$ cat config.mk
export PLATFORM = sky130hd
export DESIGN_NAME = resc_request_scheduler
export DESIGN_NICKNAME = d
export VERILOG_FILES = /design/src/rtl/resc_request_scheduler.sv
export SDC_FILE = /design/constraint.sdc
export NUM_CORES = 1
export LEC_CHECK = 0
export ABC_AREA = 1
export CAP_MARGIN = 15
export CORE_UTILIZATION = 45
export CTS_CLUSTER_DIAMETER = 100
export DETAILED_ROUTE_END_ITERATION = 8
export PLACE_DENSITY = 0.76
export SYNTH_ARGS = -nofsm -noshare
export SYNTH_HDL_FRONTEND = slang
export SYNTH_SLANG_ARGS = --single-unit
export TNS_END_PERCENT = 10
$ cat constraint.sdc
create_clock -name clk -period 2.5 [get_ports clk]
set_input_delay 0.375 -clock clk [delete_from_list [all_inputs] [get_ports clk]]
set_output_delay 0.375 -clock clk [all_outputs]
set_load 0.1 [all_outputs]
$ cat src/rtl/resc_request_scheduler.sv
// resc_request_scheduler
//   Round-robin scheduler that shares one ReSC evaluation wrapper among
//   N_REQ requesters. It grants one pending request, latches that
//   requester's operand, drives the wrapper's start/done handshake and
//   returns the result to the winner as a one-cycle pulse.
//
// Ports
//   clk          rising-edge clock
//   reset        synchronous, active-low reset
//   req          per-requester request level
//   x_bin_flat   operands, requester i at [i*WIDTH +: WIDTH]
//   resp_valid   one-hot, one-cycle result pulse to the served requester
//   resp_y       result, valid while resp_valid is non-zero
//   resp_err     high with resp_valid when the run was aborted by timeout
//   busy         high in every state except IDLE
//   err_timeout  sticky timeout flag, cleared only by reset
//   res_start    wrapper start (one cycle)
//   res_x_bin    operand presented to the wrapper
//   res_done     wrapper done
//   res_y_bin    wrapper accumulated result
//
// state   | meaning
// --------+------------------------------------------------------------
// IDLE    | waiting for any req; arbitrates and latches the operand
// START   | res_start high for one cycle
// CLEAR   | waiting for the wrapper's stale done to drop
// RUN     | waiting for done; captures the result
// DELIVER | resp_valid pulse to the granted requester
module resc_request_scheduler #(
  parameter int N_REQ   = 4,
  parameter int WIDTH   = 10,
  parameter int TIMEOUT = 1100
) (
  input  logic                   clk,
  input  logic                   reset,
  input  logic [N_REQ-1:0]       req,
  input  logic [N_REQ*WIDTH-1:0] x_bin_flat,
  output logic [N_REQ-1:0]       resp_valid,
  output logic [WIDTH-1:0]       resp_y,
  output logic                   resp_err,
  output logic                   busy,
  output logic                   err_timeout,
  output logic                   res_start,
  output logic [WIDTH-1:0]       res_x_bin,
  input  logic                   res_done,
  input  logic [WIDTH-1:0]       res_y_bin
);

  localparam int PW = $clog2(N_REQ);
  localparam int TW = $clog2(TIMEOUT + 1);

  // One-hot encoding so every output decode is a single flop bit.
  typedef enum logic [4:0] {
    S_IDLE    = 5'b00001,
    S_START   = 5'b00010,
    S_CLEAR   = 5'b00100,
    S_RUN     = 5'b01000,
    S_DELIVER = 5'b10000
  } state_t;

  state_t            state, state_nxt;
  logic [PW-1:0]     ptr, gnt, pick;
  logic              any_req;
  logic [WIDTH-1:0]  pick_x;
  logic [TW-1:0]     timer;
  logic              timer_tc;
  logic              err_abort;
  logic [N_REQ-1:0]  gnt_oh;
  int                idx;

  // Round-robin scan from ptr; descending offsets so the smallest offset wins.
  always_comb begin
    pick    = '0;
    any_req = 1'b0;
    idx     = 0;
    for (int k = N_REQ - 1; k >= 0; k--) begin
      idx = int'(ptr) + k;
      if (idx >= N_REQ) idx = idx - N_REQ;
      if (req[idx[PW-1:0]]) begin
        pick    = idx[PW-1:0];
        any_req = 1'b1;
      end
    end
  end

  always_comb begin
    pick_x = '0;
    for (int i = 0; i < N_REQ; i++)
      if (pick == PW'(i)) pick_x = x_bin_flat[i*WIDTH +: WIDTH];
  end

  assign timer_tc = (timer == '0);

  // State register
  always_ff @(posedge clk) begin
    if (!reset) state <= S_IDLE;
    else        state <= state_nxt;
  end

  // Next-state logic
  always_comb begin
    state_nxt = state;
    case (state)
      S_IDLE:    if (any_req) state_nxt = S_START;
      S_START:   state_nxt = S_CLEAR;
      S_CLEAR:   if (timer_tc) state_nxt = S_DELIVER;
                 else if (!res_done) state_nxt = S_RUN;
      S_RUN:     if (res_done || timer_tc) state_nxt = S_DELIVER;
      S_DELIVER: state_nxt = S_IDLE;
      default:   state_nxt = S_IDLE;
    endcase
  end

  // Output decode
  always_comb begin
    for (int i = 0; i < N_REQ; i++) gnt_oh[i] = (gnt == PW'(i));
    res_start  = (state == S_START);
    busy       = (state != S_IDLE);
    resp_valid = (state == S_DELIVER) ? gnt_oh : '0;
    resp_err   = (state == S_DELIVER) && err_abort;
  end

  // Datapath: grant/operand latch, timeout down-counter, result capture.
  // In RUN a done arriving on the terminal-count cycle still wins.
  always_ff @(posedge clk) begin
    if (!reset) begin
      ptr         <= '0;
      gnt         <= '0;
      res_x_bin   <= '0;
      resp_y      <= '0;
      err_abort   <= 1'b0;
      err_timeout <= 1'b0;
      timer       <= '0;
    end else begin
      case (state)
        S_IDLE: if (any_req) begin
          gnt       <= pick;
          ptr       <= (pick == PW'(N_REQ - 1)) ? '0 : pick + PW'(1);
          res_x_bin <= pick_x;
          err_abort <= 1'b0;
        end
        S_START: timer <= TW'(TIMEOUT - 1);
        S_CLEAR: begin
          timer <= timer - TW'(1);
          if (timer_tc) begin
            resp_y      <= '0;
            err_abort   <= 1'b1;
            err_timeout <= 1'b1;
          end
        end
        S_RUN: begin
          timer <= timer - TW'(1);
          if (res_done) resp_y <= res_y_bin;
          else if (timer_tc) begin
            resp_y      <= '0;
            err_abort   <= 1'b1;
            err_timeout <= 1'b1;
          end
        end
        default: ;
      endcase
    end
  end

endmodule

After elaboration in Yosys (flattened, before gate mapping)
Cells that the tools add are included.
Word-level totals
  input bits: 57
  flip-flop bits (word level): 42
Operators by class
  $lt $le $gt $ge: 8
  reductions and logical operators: 13
  equal/unequal tests: 16
  add/subtract/negate cells: 9
  muxes and demuxes: 42
Operators with widths (number)
  10-bit two-way mux: 6
  11-bit one-hot mux with 2 select lines: 1
  5-bit two-way mux: 4
  10-bit one-hot mux with 2 select lines: 1
  5-bit one-hot mux with 4 select lines: 1
  2-bit two-way mux: 9
  1-bit two-way mux: 13
  2-bit by 3-bit < comparator with 1-bit output, second input constant: 4
  11-bit zero test: 1
  11-bit by 1-bit subtractor with 11-bit output, second input constant: 1
  3-bit >= comparator, second input constant: 3
  1-bit binary-select mux with 2-bit select: 4
  2-bit equality test, second input constant: 4
  2-bit by 1-bit subtractor with 2-bit output, second input constant: 4
  2-bit by 2-bit adder with 3-bit output, second input constant: 2
  2-bit inequality test, second input constant: 3
  3-bit AND reduction: 2
  5-bit by 1-bit equality test with 1-bit output, second input constant: 1
  5-bit by 2-bit equality test with 1-bit output, second input constant: 1
  5-bit by 3-bit equality test with 1-bit output, second input constant: 1
  5-bit by 4-bit equality test with 1-bit output, second input constant: 1
  5-bit equality test, second input constant: 1
  5-bit by 1-bit inequality test with 1-bit output, second input constant: 1
  2-bit by 1-bit equality test with 1-bit output, second input constant: 2
  other kinds (14): 17

Depth between registers and ports, before layout
  word-level depth: 14
  depth in mapped cells: 20
  depth with buffers taken out: 19

Worst setup path after synthesis
Ideal clock, no wire load.
  path kind: register to output
  start point: register state[0]
  end point: output resp_valid[0]
  arrival time: 2649 ps
  cell stages (with the launch flop): 4
  path slack: -524 ps
  required time: 2125 ps
  cell sequence: dfxtp_1 nor2_1 nand3_1 nor3_1
Between the ends
  longest elaborated chain between the ends: 2
Ends and longest elaborated chain
  start, declared: RTL line 61  | state_t state, state_nxt;
  start signal, assigned: RTL line 97  | else state <= state_nxt;
  5-bit equality test: RTL line 119  | resp_valid = (state == S_DELIVER) ? gnt_oh : '0;
  4-bit two-way mux: RTL line 119
  end, declared: RTL line 38  | output logic [N_REQ-1:0] resp_valid,
No other way between the ends.

Worst setup path in the final report
  start point: input req[3]
  end point: register res_x_bin[6]
Between the ends
  longest elaborated chain between the ends: 11
Ends and longest elaborated chain
  start, declared: RTL line 36  | input logic [N_REQ-1:0] req,
  1-bit binary-select mux with 2-bit select: RTL line 79  | if (req[idx[PW-1:0]]) begin
  1-bit two-way mux (implied by the code): RTL line 79
  2-bit two-way mux (3 in a row): RTL line 79
  2-bit two-way mux (*): RTL line 79
  via pick[0]: RTL line 62  | logic [PW-1:0] ptr, gnt, pick;
  2-bit zero test: RTL line 89  | if (pick == PW'(i)) pick_x = x_bin_flat[i*WIDTH +: WIDTH];
  10-bit two-way mux (3 in a row): RTL line 89
  10-bit two-way mux (*): RTL line 89
  end signal, assigned: RTL line 139  | res_x_bin <= pick_x;
  end, declared: RTL line 44  | output logic [WIDTH-1:0] res_x_bin,
The timed path passes the listed nets; every way through them passes the cells marked *. The select of a mux whose other input is x is not followed.
A chain may end at the register's enable or synchronous reset.

==> run summary <==
status - complete, no violations
drt total wl - 6536 um
die area - 5695 um^2
Crit path required time - 2730 ps
setup TNS - 0 ps
area share of the largest cell type after synthesis - 34.62%
hold slack - 464.9 ps
crit-path most repeated cell - nand2_1
IO Port Bufs - 84
drt initial violations - 117
I/O pins - 85
class of the worst hold path - flip-flop to flip-flop
maximum clock insertion buffer count - 2
layout cells sized above 1 - 18.32%
Critical Path AT - 2590 ps
post-DP HPWL - 5018 um
Mapped Avg Cell Area - 6.690 um^2
TritonCTS clock tree - done
Warnings, synthesis - 0
delay of the slowest critical-path stage - 500 ps
cell taking the most area after synthesis - dfxtp_1
post-route ant nets - 0
overall power - 4.458 mW
Setup Viol. Count Final - 0
via count - 2705
CP Class - input port to flip-flop
CP Max Fanout - 5
number of placement rows - 26
H-tree lvl count - 2
Die X - 75.47 um
worst-path cell with the longest stage delay - clkdlybuf4s50_1
#FFs+latches synth - 42
Post-synth top cells - nand2_1 (98), dfxtp_1 (42), nor2_1 (41)
GPL Wtd Cong - 0.8088
final instance area - 3490 um^2
vias in the first global route - 2355
RSZ-0062 raised after global routing - no
Yosys cell types - 32
CTS root buffer - clkbuf_8
Finished Core Util - 67.89%
GRT Overall Usage - 22.80%
WL per Instance - 12.24 um
Clock Latency Late Sink - 290 ps
CTS buffer count - 5
largest net degree at the start of global routing - 24
first-pass GRT wire length - 9977 um
DR pass1 iterations - 4
worst path cell trace - clkdlybuf4s50_1, inv_1, nand2_1, nand3_1, o21ai_1, nand2_1, nand2_1, nand2_1, nand2_2, inv_1, ha_2, nor2_2, buf_4, nand2_1, a22oi_1, mux2i_1, nand2_1, nand2_1, nor2_1
clk_skew - 4.118 ps
vias per cell - 5.066
number of synthesized flops with an enable pin - 0
# fillers - 459
crit start category - input port
CP endpoint kind - flip-flop
FMAX - 423.8 MHz
sequential area share after synthesis - 34.62%
Netlist Area Pre-Place - 2429 um^2
Mapped Cells - 363
nets - 526
final setup margin - 140.4 ps
Die Span Y - 75.47 um
kind of cell adding the most delay to the critical path - simple AND/OR/NAND/NOR gates
Max rail drop VDD - 0.6582 mV
initial core utilization - 47.25%
Tightest Pin Transition - 654.7 ps
PwrDens - 1277 nW/um^2
asr flop ratio synth - 0%
fin crit share - 94.38%
DP Worst Slack - -185.6 ps
diode count - 0
Leak - 1.628 nW
post-CTS setup buffer count - 0
DRC - 0
dominant synthesized flop cell - dfxtp_1
cts-stage hold buffer count - 0
post_cts resized - 0
max cap viols - 0
synth top area cells - dfxtp_1 (35%), nand2_1 (15%), a21oi_1 (7.6%)
Slew headroom - 56.30%
most frequent cell after synthesis - nand2_1
max-slew violations - 0
Clock Sinks - 42
syn_nets - 425
core area - 5140 um^2
initial antenna violation count - 0
area post-placement - 3369 um^2
Finished Layout Cells - 534
grt ovf - 0
Final Hold Fails - 0
area delta synth->final - 43.69%
CP bufs+invs - 4
Worst-path clk slew - 70 ps
placed insts - 526
fin crit period - 2360 ps
==> cell usage in the layout, fill, tap and decap left out, drive strengths merged <==
master         synthesis  routed
inv                   46      46
o211ai                 1       1
nand2                104     104
nor3                   5       5
mux2i                 10      10
dlymetal6s2s           0       1
dfxtp                 42      42
a31oi                  2       2
a21o                   1       1
clkinv                 1       1
clkdlybuf4s50          0      55
a22oi                 10      10
nand3                 14      14
o21ai                 16      16
nand3b                 1       1
a21oi                 38      38
nor4                   2       2
ha                     5       5
nand4                  5       5
nor2                  44      44
a211oi                 3       3
clkbuf                 6       7
buf                    7      51
==> routing by layer <==
metal  GRT usage [%]  up-vias  share of wire (%)  wire length, um
met5               0        -                  0                0
met4           6.584        0                1.6              103
met3           4.894       13                6.4              421
met2           41.57      101                 48             3108
met1           26.85     1216                 44             2903
li1                -     1375                  -                -
==> cell type report <==
type / instances / area [um^2] / area share, %
flip-flops and latches: 42 / 842.1 / 24.13
clock buffers: 7 / 76.32 / 2.187
inverters: 47 / 181.4 / 5.199
repair buffers: 107 / 953.4 / 27.32
multi-input cells: 261 / 1349 / 38.65
well taps: 70 / 87.58 / 2.510
==> state kept, by name, summed over array words and instances, names as in the netlist <==
register	flops
timer	11
state	5
gnt	2
ptr	2
err_abort	1
res_x_bin	10
err_timeout	1
resp_y	10
==> report_power, final <==
group / switching (mW) / total, mW / leakage [nW] / internal, mW
Clock: 0.214 / 0.406 / 0.0383 / 0.192
Sequential: 0.115 / 0.926 / 0.343 / 0.811
Combinational: 1.94 / 3.13 / 1.25 / 1.18
==> cell families (layout without fill, tap and decap cells) <==
family | after synthesis | in the layout | share of synthesized area (%)
AND/OR/NAND/NOR | 175 | 175 | 30.60
AO/OA/AOI/OAI | 71 | 71 | 17.21
buffers and inverters | 60 | 161 | 10.87
flip-flops | 42 | 42 | 34.62
multiplexers | 10 | 10 | 4.122
adder cells (fa/ha/maj) | 5 | 5 | 2.576
==> path summary, 6_finish.rpt <==
path,startpoint,endpoint,slack (ps),cells after the start
setup / recovery,req[3],res_x_bin[6]$_SDFFE_PN0P_,140,19
hold / removal,resp_y[4]$_SDFFE_PN0N_,resp_y[4]$_SDFFE_PN0N_,460,2
setup reg to reg,ptr[1]$_SDFFE_PN0P_,res_x_bin[6]$_SDFFE_PN0P_,230,18
hold reg to reg,resp_y[4]$_SDFFE_PN0N_,resp_y[4]$_SDFFE_PN0N_,460,2
==> worst register-to-register path: cells and delay by family (launching register included) <==
| family | cells | cell delay (ps) |
|---|---|---|
| AO/OA/AOI/OAI | 3 | 390 |
| adder cells (fa/ha/maj) | 1 | 190 |
| buffers and inverters | 4 | 480 |
| flip-flops | 1 | 420 |
| multiplexers | 1 | 140 |
| AND/OR/NAND/NOR | 9 | 560 |
(Power assumes the default switching activity.)
